File: config.mk
export PLATFORM = sky130hd
export DESIGN_NAME = dvp_frame_source
export DESIGN_NICKNAME = d
export VERILOG_FILES = /design/src/rtl/dvp_pkg.sv /design/src/rtl/dvp_pclk_gen.sv /design/src/rtl/dvp_frame_source.sv
export SDC_FILE = /design/constraint.sdc
export NUM_CORES = 1
export LEC_CHECK = 0
export CAP_MARGIN = 30
export CORE_MARGIN = 2
export CORE_UTILIZATION = 50
export DETAILED_ROUTE_END_ITERATION = 16
export PLACE_DENSITY = 0.76
export SLEW_MARGIN = 20
export SYNTH_ARGS = -nofsm -noshare
export SYNTH_HDL_FRONTEND = slang
export SYNTH_SLANG_ARGS = --single-unit
File: constraint.sdc
create_clock -name clk -period 5.4 [get_ports clk]
set_input_delay 1.08 -clock clk [delete_from_list [all_inputs] [get_ports clk]]
set_output_delay 1.08 -clock clk [all_outputs]
set_load 0.005 [all_outputs]
File: src/rtl/dvp_pkg.sv
// Shared types and constants for the DVP test-pattern source.
// FSM states, RGB565 bar palette and pattern-select encodings.
package dvp_pkg;

  typedef enum logic [2:0] {
    IDLE,
    VSYNC,
    VBACK,
    ACTIVE,
    VFRONT
  } state_t;

  localparam logic PAT_BARS = 1'b0;
  localparam logic PAT_RAMP = 1'b1;

  localparam logic [15:0] BAR_WHITE   = 16'hFFFF;
  localparam logic [15:0] BAR_YELLOW  = 16'hFFE0;
  localparam logic [15:0] BAR_CYAN    = 16'h07FF;
  localparam logic [15:0] BAR_GREEN   = 16'h07E0;
  localparam logic [15:0] BAR_MAGENTA = 16'hF81F;
  localparam logic [15:0] BAR_RED     = 16'hF800;
  localparam logic [15:0] BAR_BLUE    = 16'h001F;
  localparam logic [15:0] BAR_BLACK   = 16'h0000;

  function automatic logic [15:0] bar_rgb(input logic [2:0] idx);
    case (idx)
      3'd0:    return BAR_WHITE;
      3'd1:    return BAR_YELLOW;
      3'd2:    return BAR_CYAN;
      3'd3:    return BAR_GREEN;
      3'd4:    return BAR_MAGENTA;
      3'd5:    return BAR_RED;
      3'd6:    return BAR_BLUE;
      default: return BAR_BLACK;
    endcase
  endfunction

endpackage

File: src/rtl/dvp_pclk_gen.sv
// Pixel clock divider: toggles pclk every PCLK_DIV clk cycles and
// flags the falling-edge cycle as the protocol tick.
module dvp_pclk_gen #(
  parameter int PCLK_DIV = 2
) (
  input  logic clk,
  input  logic hold,
  output logic pclk,
  output logic tick
);

  localparam int DW = (PCLK_DIV > 1) ? $clog2(PCLK_DIV) : 1;

  logic [DW-1:0] div;
  logic          term;

  assign term = (div == DW'(PCLK_DIV - 1));
  assign tick = term & pclk & ~hold;

  always_ff @(posedge clk) begin
    if (hold) begin
      div  <= '0;
      pclk <= 1'b0;
    end else if (term) begin
      div  <= '0;
      pclk <= ~pclk;
    end else begin
      div <= div + 1'b1;
    end
  end

endmodule

File: src/rtl/dvp_frame_source.sv
// OV7670-style DVP source producing RGB565 colour bars or a ramp
// with programmable blanking; all protocol state moves on Pclk falls.
module dvp_frame_source
  import dvp_pkg::*;
#(
  parameter int H_ACTIVE = 640,
  parameter int V_ACTIVE = 480,
  parameter int H_BLANK  = 144,
  parameter int VS_LINES = 3,
  parameter int V_BACK   = 17,
  parameter int V_FRONT  = 10,
  parameter int PCLK_DIV = 2
) (
  input  logic        clk,
  input  logic        rst,
  input  logic        PWDN,
  input  logic        pattern_sel,
  output logic        Pclk,
  output logic        Vsyn,
  output logic        Href,
  output logic [7:0]  data,
  output logic        frame_start,
  output logic [15:0] frame_cnt
);

  localparam int L     = 2 * H_ACTIVE + H_BLANK;
  localparam int HA2   = 2 * H_ACTIVE;
  localparam int BAR_W = H_ACTIVE / 8;
  localparam int M1    = (VS_LINES > V_BACK) ? VS_LINES : V_BACK;
  localparam int M2    = (V_ACTIVE > V_FRONT) ? V_ACTIVE : V_FRONT;
  localparam int VMAX  = (M1 > M2) ? M1 : M2;
  localparam int CW    = $clog2(L);
  localparam int LW    = $clog2(VMAX + 1);

  state_t        state, nstate;
  logic [CW-1:0] col, ncol;
  logic [LW-1:0] line, nline;
  logic          pat, npat;
  logic          tick, eol, entering, nhref;
  logic [2:0]    bar;
  logic [15:0]   rgb;
  logic [7:0]    ndata;

  dvp_pclk_gen #(.PCLK_DIV(PCLK_DIV)) u_pclk (
    .clk  (clk),
    .hold (rst | PWDN),
    .pclk (Pclk),
    .tick (tick)
  );

  always_comb begin
    eol    = (col == CW'(L - 1));
    ncol   = eol ? '0 : col + 1'b1;
    nline  = eol ? line + 1'b1 : line;
    nstate = state;
    unique case (state)
      IDLE: begin
        nstate = VSYNC;
        ncol   = '0;
        nline  = '0;
      end
      VSYNC: if (eol && line == LW'(VS_LINES - 1)) begin
        nstate = VBACK;
        nline  = '0;
      end
      VBACK: if (eol && line == LW'(V_BACK - 1)) begin
        nstate = ACTIVE;
        nline  = '0;
      end
      ACTIVE: if (eol && line == LW'(V_ACTIVE - 1)) begin
        nstate = VFRONT;
        nline  = '0;
      end
      VFRONT: if (eol && line == LW'(V_FRONT - 1)) begin
        nstate = VSYNC;
        nline  = '0;
      end
      default: nstate = IDLE;
    endcase
    entering = (nstate == VSYNC) && (state != VSYNC);
    npat     = entering ? pattern_sel : pat;
    nhref    = (nstate == ACTIVE) && (ncol < CW'(HA2));
    // Outputs are precomputed from the next column so they land on the tick.
    bar   = 3'(ncol[CW-1:1] / (CW-1)'(BAR_W));
    rgb   = bar_rgb(bar);
    ndata = '0;
    if (nhref) begin
      if (npat == PAT_RAMP)
        ndata = 8'(32'(ncol) + 32'(nline));
      else
        ndata = ncol[0] ? rgb[7:0] : rgb[15:8];
    end
  end

  always_ff @(posedge clk) begin
    if (rst || PWDN) begin
      state       <= IDLE;
      col         <= '0;
      line        <= '0;
      pat         <= 1'b0;
      Vsyn        <= 1'b0;
      Href        <= 1'b0;
      data        <= '0;
      frame_start <= 1'b0;
      if (rst)
        frame_cnt <= '0;
    end else begin
      frame_start <= 1'b0;
      if (tick) begin
        state       <= nstate;
        col         <= ncol;
        line        <= nline;
        pat         <= npat;
        Vsyn        <= (nstate == VSYNC);
        Href        <= nhref;
        data        <= ndata;
        frame_start <= entering;
        if (entering && state == VFRONT)
          frame_cnt <= frame_cnt + 1'b1;
      end
    end
  end

endmodule

; Word-level counts from Yosys, hierarchy flattened
; Index checks and enable logic that the tools add are counted.
[word_totals]
reg_bits = 53
input_bits = 4
out_inout_bits = 28
wordCells = 80
[classes]
addsub = 5
n_div = 1
n_lt_le_gt_ge = 1
eq_ne = 19
n_mux = 22
n_bitwise = 6
n_reduce_logical = 15
[op_table]
columns = op, count
row1 = $pmux W16 S7, 1
row2 = $mux W16, 4
row3 = $mux W9, 5
row4 = $pmux W9 S5, 1
row5 = $mux W8, 3
row6 = $mux W11, 2
row7 = $add A16 B1 Y16 const B, 1
row8 = $eq A3 B2 Y1 const B, 5
row9 = $pmux W3 S5, 1
row10 = $eq A3 B3 Y1 const B, 4
row11 = $mux W3, 4
row12 = $add A11 B1 Y11 const B, 1
row13 = $eq A11 B11 Y1 const B, 1
row14 = $lt A11 B11 Y1 const B, 1
row15 = $div A10 B7 Y10 const B, 1
row16 = $add A9 B1 Y9 const B, 1
row17 = $eq A3 B1 Y1 const B, 3
row18 = $eq A9 B2 Y1 const B, 1
row19 = $eq A9 B4 Y1 const B, 1
row20 = $eq A9 B5 Y1 const B, 1
row21 = $eq A9 B9 Y1 const B, 1
row22 = $add A8 B8 Y8, 1
row23 = $logic_and A1 B1 Y1, 7
row24 = $logic_not A3 Y1, 2
row25 = other kinds (11), 16

; Logic depth before layout (Yosys ltp)
[logic_depth]
word_depth = 10
depth_mapped = 19
mapped_depth_nobuf = 18

; Modules after synthesis
; From an unflattened synthesis, not the netlist that was laid out.
[unflattened]
cells_unflattened = 526
hier_area_um2 = 4103.9
[by_module_without_submodules]
columns = mod, instances, cells_each, area_per_inst_um2, seq_area_each_um2
row1 = dvp_frame_source, 1, 519, 4040.1, 1181.1
row2 = dvp_pclk_gen, 1, 7, 63.8, 40.0

; Worst setup path after synthesis
; No wires, ideal clock.
[synth_timing]
path_type = register -> register
from = reg col[1]
to = reg data[7]
setup_time_ps = 122
arrival_ps = 3440
setup_slack_ps = 1838
stages_incl_launch_ff = 17
n_path_buf = 2
period_less_slack_ps = 3562
cell_sequence = dfxtp_1 -> ha_1 -> buf_2 -> nand4_4 -> nor4b_4 -> a21oi_1 -> a22oi_2 -> clkbuf_1 -> nor2_1 -> ha_1 -> a21o_1 -> a21oi_1 -> o21ai_0 -> o41ai_1 -> xnor3_1 -> nor2_1 -> o21ai_1
[synth_between]
word_cells_on_any_way = 38
cone_classes = add/sub (2) / div (1) / order compare (1) / eq/ne (9) / mux (18) / reduce/logical (7)
[synth_lines]
columns = element, line_no
row1 = from (decl), dvp_frame_source.sv:36  ; logic [CW-1:0] col, ncol;
row2 = from (signal assigned), dvp_frame_source.sv:111  ; col <= ncol;
row3 = $eq A11 B11 Y1 *, dvp_frame_source.sv:52  ; eol = (col == CW'(L - 1));
row4 = $mux W9 (tied with other cells), dvp_frame_source.sv:54  ; nline = eol ? line + 1'b1 : line;
row5 = $mux W9 (on tied branches), n/a
row6 = $pmux W9 S5 *, dvp_frame_source.sv:56  ; unique case (state)
row7 = via nline[0], dvp_frame_source.sv:37  ; logic [LW-1:0] line, nline;
row8 = $add A8 B8 Y8 *, dvp_frame_source.sv:89  ; ndata = 8'(32'(ncol) + 32'(nline));
row9 = $mux W8 *, dvp_frame_source.sv:88  ; if (npat == PAT_RAMP)
row10 = $mux W8 *, dvp_frame_source.sv:87  ; if (nhref) begin
row11 = to (signal assigned), dvp_frame_source.sv:116  ; data <= ndata;
row12 = to (decl), dvp_frame_source.sv:21  ; output logic [7:0] data,
; Mark *: on every way through the listed nets, which the timed path passes. The rest lies on a longest branch.
; A chain may end at the register's enable or synchronous reset.

; Worst setup path in the final report
[layout_timing]
from = reg col[0]
to = reg data[7]
; The elaborated chain is that of the path after synthesis.

==> results.cfg <==
[worst_setup_path]
cp_slowest_cell = a22oi_2
cp-endpoint = data[7]$_SDFFE_PP0P_
endpoint_kind = flip-flop
start_kind = flip-flop
cp-startpoint = col[0]$_SDFFE_PP0P_
arrival_ps = 4500
reg2reg_to = data[7]$_SDFFE_PP0P_
timing.critical_path.buf_inv = 0
crit_fanout = 16
slowest_delay_ps = 570
crit_required_ps = 5610
worst-setup-path-type = flip-flop to flip-flop
crit_family = compound AO/OA/AOI/OAI gates
worstPathCellList = ha_1 -> nand4_4 -> nor4b_4 -> a21oi_1 -> a22oi_2 -> nor2_1 -> ha_1 -> a21o_1 -> a21oi_1 -> o21ai_0 -> o41ai_1 -> xnor3_1 -> nor2_1 -> o21ai_1
path_depth = 14
r2r_start = col[0]$_SDFFE_PP0P_
r2r_cells = 14
r2r_slack_ps = 1110

[timing]
slew_viol_final = 0
worstMarginPinSlew_ps = 873.6
setup_viol = 0
clock.fmax_ghz = 0.2332
fin_crit_sh_pct = 79.41
hold_viol = 0
clock_skew_ps = 6.772
min_period_ps = 4288
tns_ps = 0
fin_hold_ws_ps = 451.3
maxSlewHeadroom_pct = 41.62
rsz0062_at_grt = false

[placed_design]
port_buffers = 31
dp_cells = 540
place.gp.congestion = 0.8957
dp_hpwl_mm = 6.063

[synth]
ys_seq_area_share_pct = 34.11
yosysTopAreaCell = dfxtp_1
syn_area_per_cell_um2 = 8.248
synth_nets = 452
syn_area_um2 = 3580
synth-main-ff-cell = dfxtp_1
yosys-top-cells-area = dfxtp_1 21%, edfxtp_1 13%, nor2_1 6.8%, a21oi_1 5.0%, nand2_1 4.6%
synth_cell_types = 66
synth_top_area_share_pct = 20.69
synth-edff-count = 16
async_flop_share_pct = 0
synth_cells = 434
ys_warn_count = 0
ys_ff_latch = 53

[global_routing]
grt_pass1_wl_mm = 13.74
grt_max_degree = 45
grt_pass1_vias = 2914
grt_overflow_total = 0
grt-busiest-layer = met2
antenna_found_initial = 0
grtUsageMet3_pct = 3.172
track_usage_pct = 22.33
grtUsageMet1_pct = 29.92
use_met2_pct = 37.32

[route]
via_per_inst = 5.741
antenna_left = 0
drt-total-wl_mm = 8.266
first_pass_iters = 5
wl_per_cell_um = 15.08
vias = 3146
drt_iter0_drc = 175
drc_errors = 0

[floorplan]
die_w_um = 88.62
start_util_pct = 52.11
ios = 32
die_area_um2 = 7853
coreArea_um2 = 6869
floorplan.rows = 30
die_h_um = 88.62

[cells_and_area]
final_cells = 548
final_core_util_pct = 58.47
antenna_cells = 0
fillers = 608
layout_common_cells = 65 x nor2_1, 44 x nand2_1, 37 x dfxtp_1
final_common_cell = nor2_1
nets = 469
layout-drive-gt1-share_pct = 6.858
area_growth_syn_to_layout_pct = 12.20

[clock_tree]
cts_setup_buffers = 0
clk_latency_ps = 310
clockBufferDepth = 2
cts_sinks = 53
htree_num_levels = 2
root_buffer = clkbuf_8
ctsResizeCount = 0
hold_buffers = 0
tritoncts = yes
cts.clk_slew.worst_paths_ps = 100
numCtsBuffers = 5

[power]
cellLeakagePower_nw = 1.360
total_power_w = 0.0006935
ir_drop_mv = 0.09404
power.density_nw_per_um2 = 172.7

[run_status]
status = completed

[job]
maxCapViolations = 0

[worst_hold_path]
hold_class = flip-flop to flip-flop
per-layer routing:
layer / wire length, um / share of wire (%)
met4: 143 / 1.7
met3: 313 / 3.8
met1: 3911 / 47
met5: 0 / 0
met2: 3898 / 47
synth_stat cells (all sizes together), types with 2 or more instances:
master	instances
dfxtp	37
a21oi	38
and2	7
a21o	3
a311oi	2
o211ai	3
o31ai	3
a22oi	6
edfxtp	16
nand3	24
or4	2
or3	4
nand2	46
o21ai	19
a31o	2
nor2	66
nor4b	2
and3	10
nand4	11
o21a	4
buf	9
nor3	10
nand2b	2
and4	2
clkbuf	14
nand3b	3
mux2i	5
xor2	18
or2	2
nor4	6
ha	13
xnor2	14
inv	13
kinds of logic (layout without fill, tap and decap cells):
group | after synthesis | count (layout) | synth area share, %
compound gates | 90 | 90 | 17.09
buf+inv | 36 | 54 | 4.020
fa+ha+maj | 15 | 15 | 5.383
flops | 53 | 53 | 34.11
mux | 5 | 5 | 1.748
simple gates | 202 | 202 | 29.19
xor+xnor | 33 | 33 | 8.459
cell type report:
cell class / instances / area, um2 / share of cell area (%)
inverter: 13 / 48.80 / 1.215
clock inverter: 2 / 13.76 / 0.3427
timing repair buffer: 33 / 325.3 / 8.100
multi-input combinational: 345 / 2215 / 55.14
sequential: 53 / 1221 / 30.40
tap: 96 / 120.1 / 2.991
clock buffer: 6 / 72.57 / 1.807
worst reg2reg max path: stages, from the launching register on:
cell and delay (ps):
dfxtp_1 510, ha_1 390, nand4_4 230, nor4b_4 410, a21oi_1 150, a22oi_2 570
nor2_1 180, ha_1 320, a21o_1 190, a21oi_1 210, o21ai_0 170, o41ai_1 260
xnor3_1 430, nor2_1 90, o21ai_1 70
registers in the layout, summed over array words and instances (netlist names):
register,count
frame_cnt,16
col,11
line,9
data,8
state,3
Href,1
Vsyn,1
frame_start,1
pat,1
u_pclk.div,1
u_pclk.pclk,1
where the power goes:
group | total (W) | switching (W) | internal (W)
sequential | 0.000425 | 0.00000785 | 0.000417
combinational | 0.0000395 | 0.0000204 | 0.0000191
clock | 0.000229 | 0.000136 | 0.0000928
total | 0.000694 | 0.000164 | 0.000529
metrics by stage:
step	area, um2	setup WS [ps]
after floorplan	3580	1838
after global placement	3930	1305
after detailed placement	3930	1116
after CTS	4016	1105
after global routing	4016	782.6
final	4016	1112
worst min-delay path by stage:
stage | end | cells after the start | startpoint
after floorplan | u_pclk.div$_SDFF_PP0_ | 1 | u_pclk.div$_SDFF_PP0_
after global placement | data[6]$_SDFFE_PP0P_ | 2 | data[6]$_SDFFE_PP0P_
after detailed placement | data[5]$_SDFFE_PP0P_ | 2 | data[5]$_SDFFE_PP0P_
after CTS | data[6]$_SDFFE_PP0P_ | 2 | data[6]$_SDFFE_PP0P_
after global routing | data[5]$_SDFFE_PP0P_ | 2 | data[5]$_SDFFE_PP0P_
final | data[6]$_SDFFE_PP0P_ | 2 | data[6]$_SDFFE_PP0P_
(Power assumes the default switching activity.)
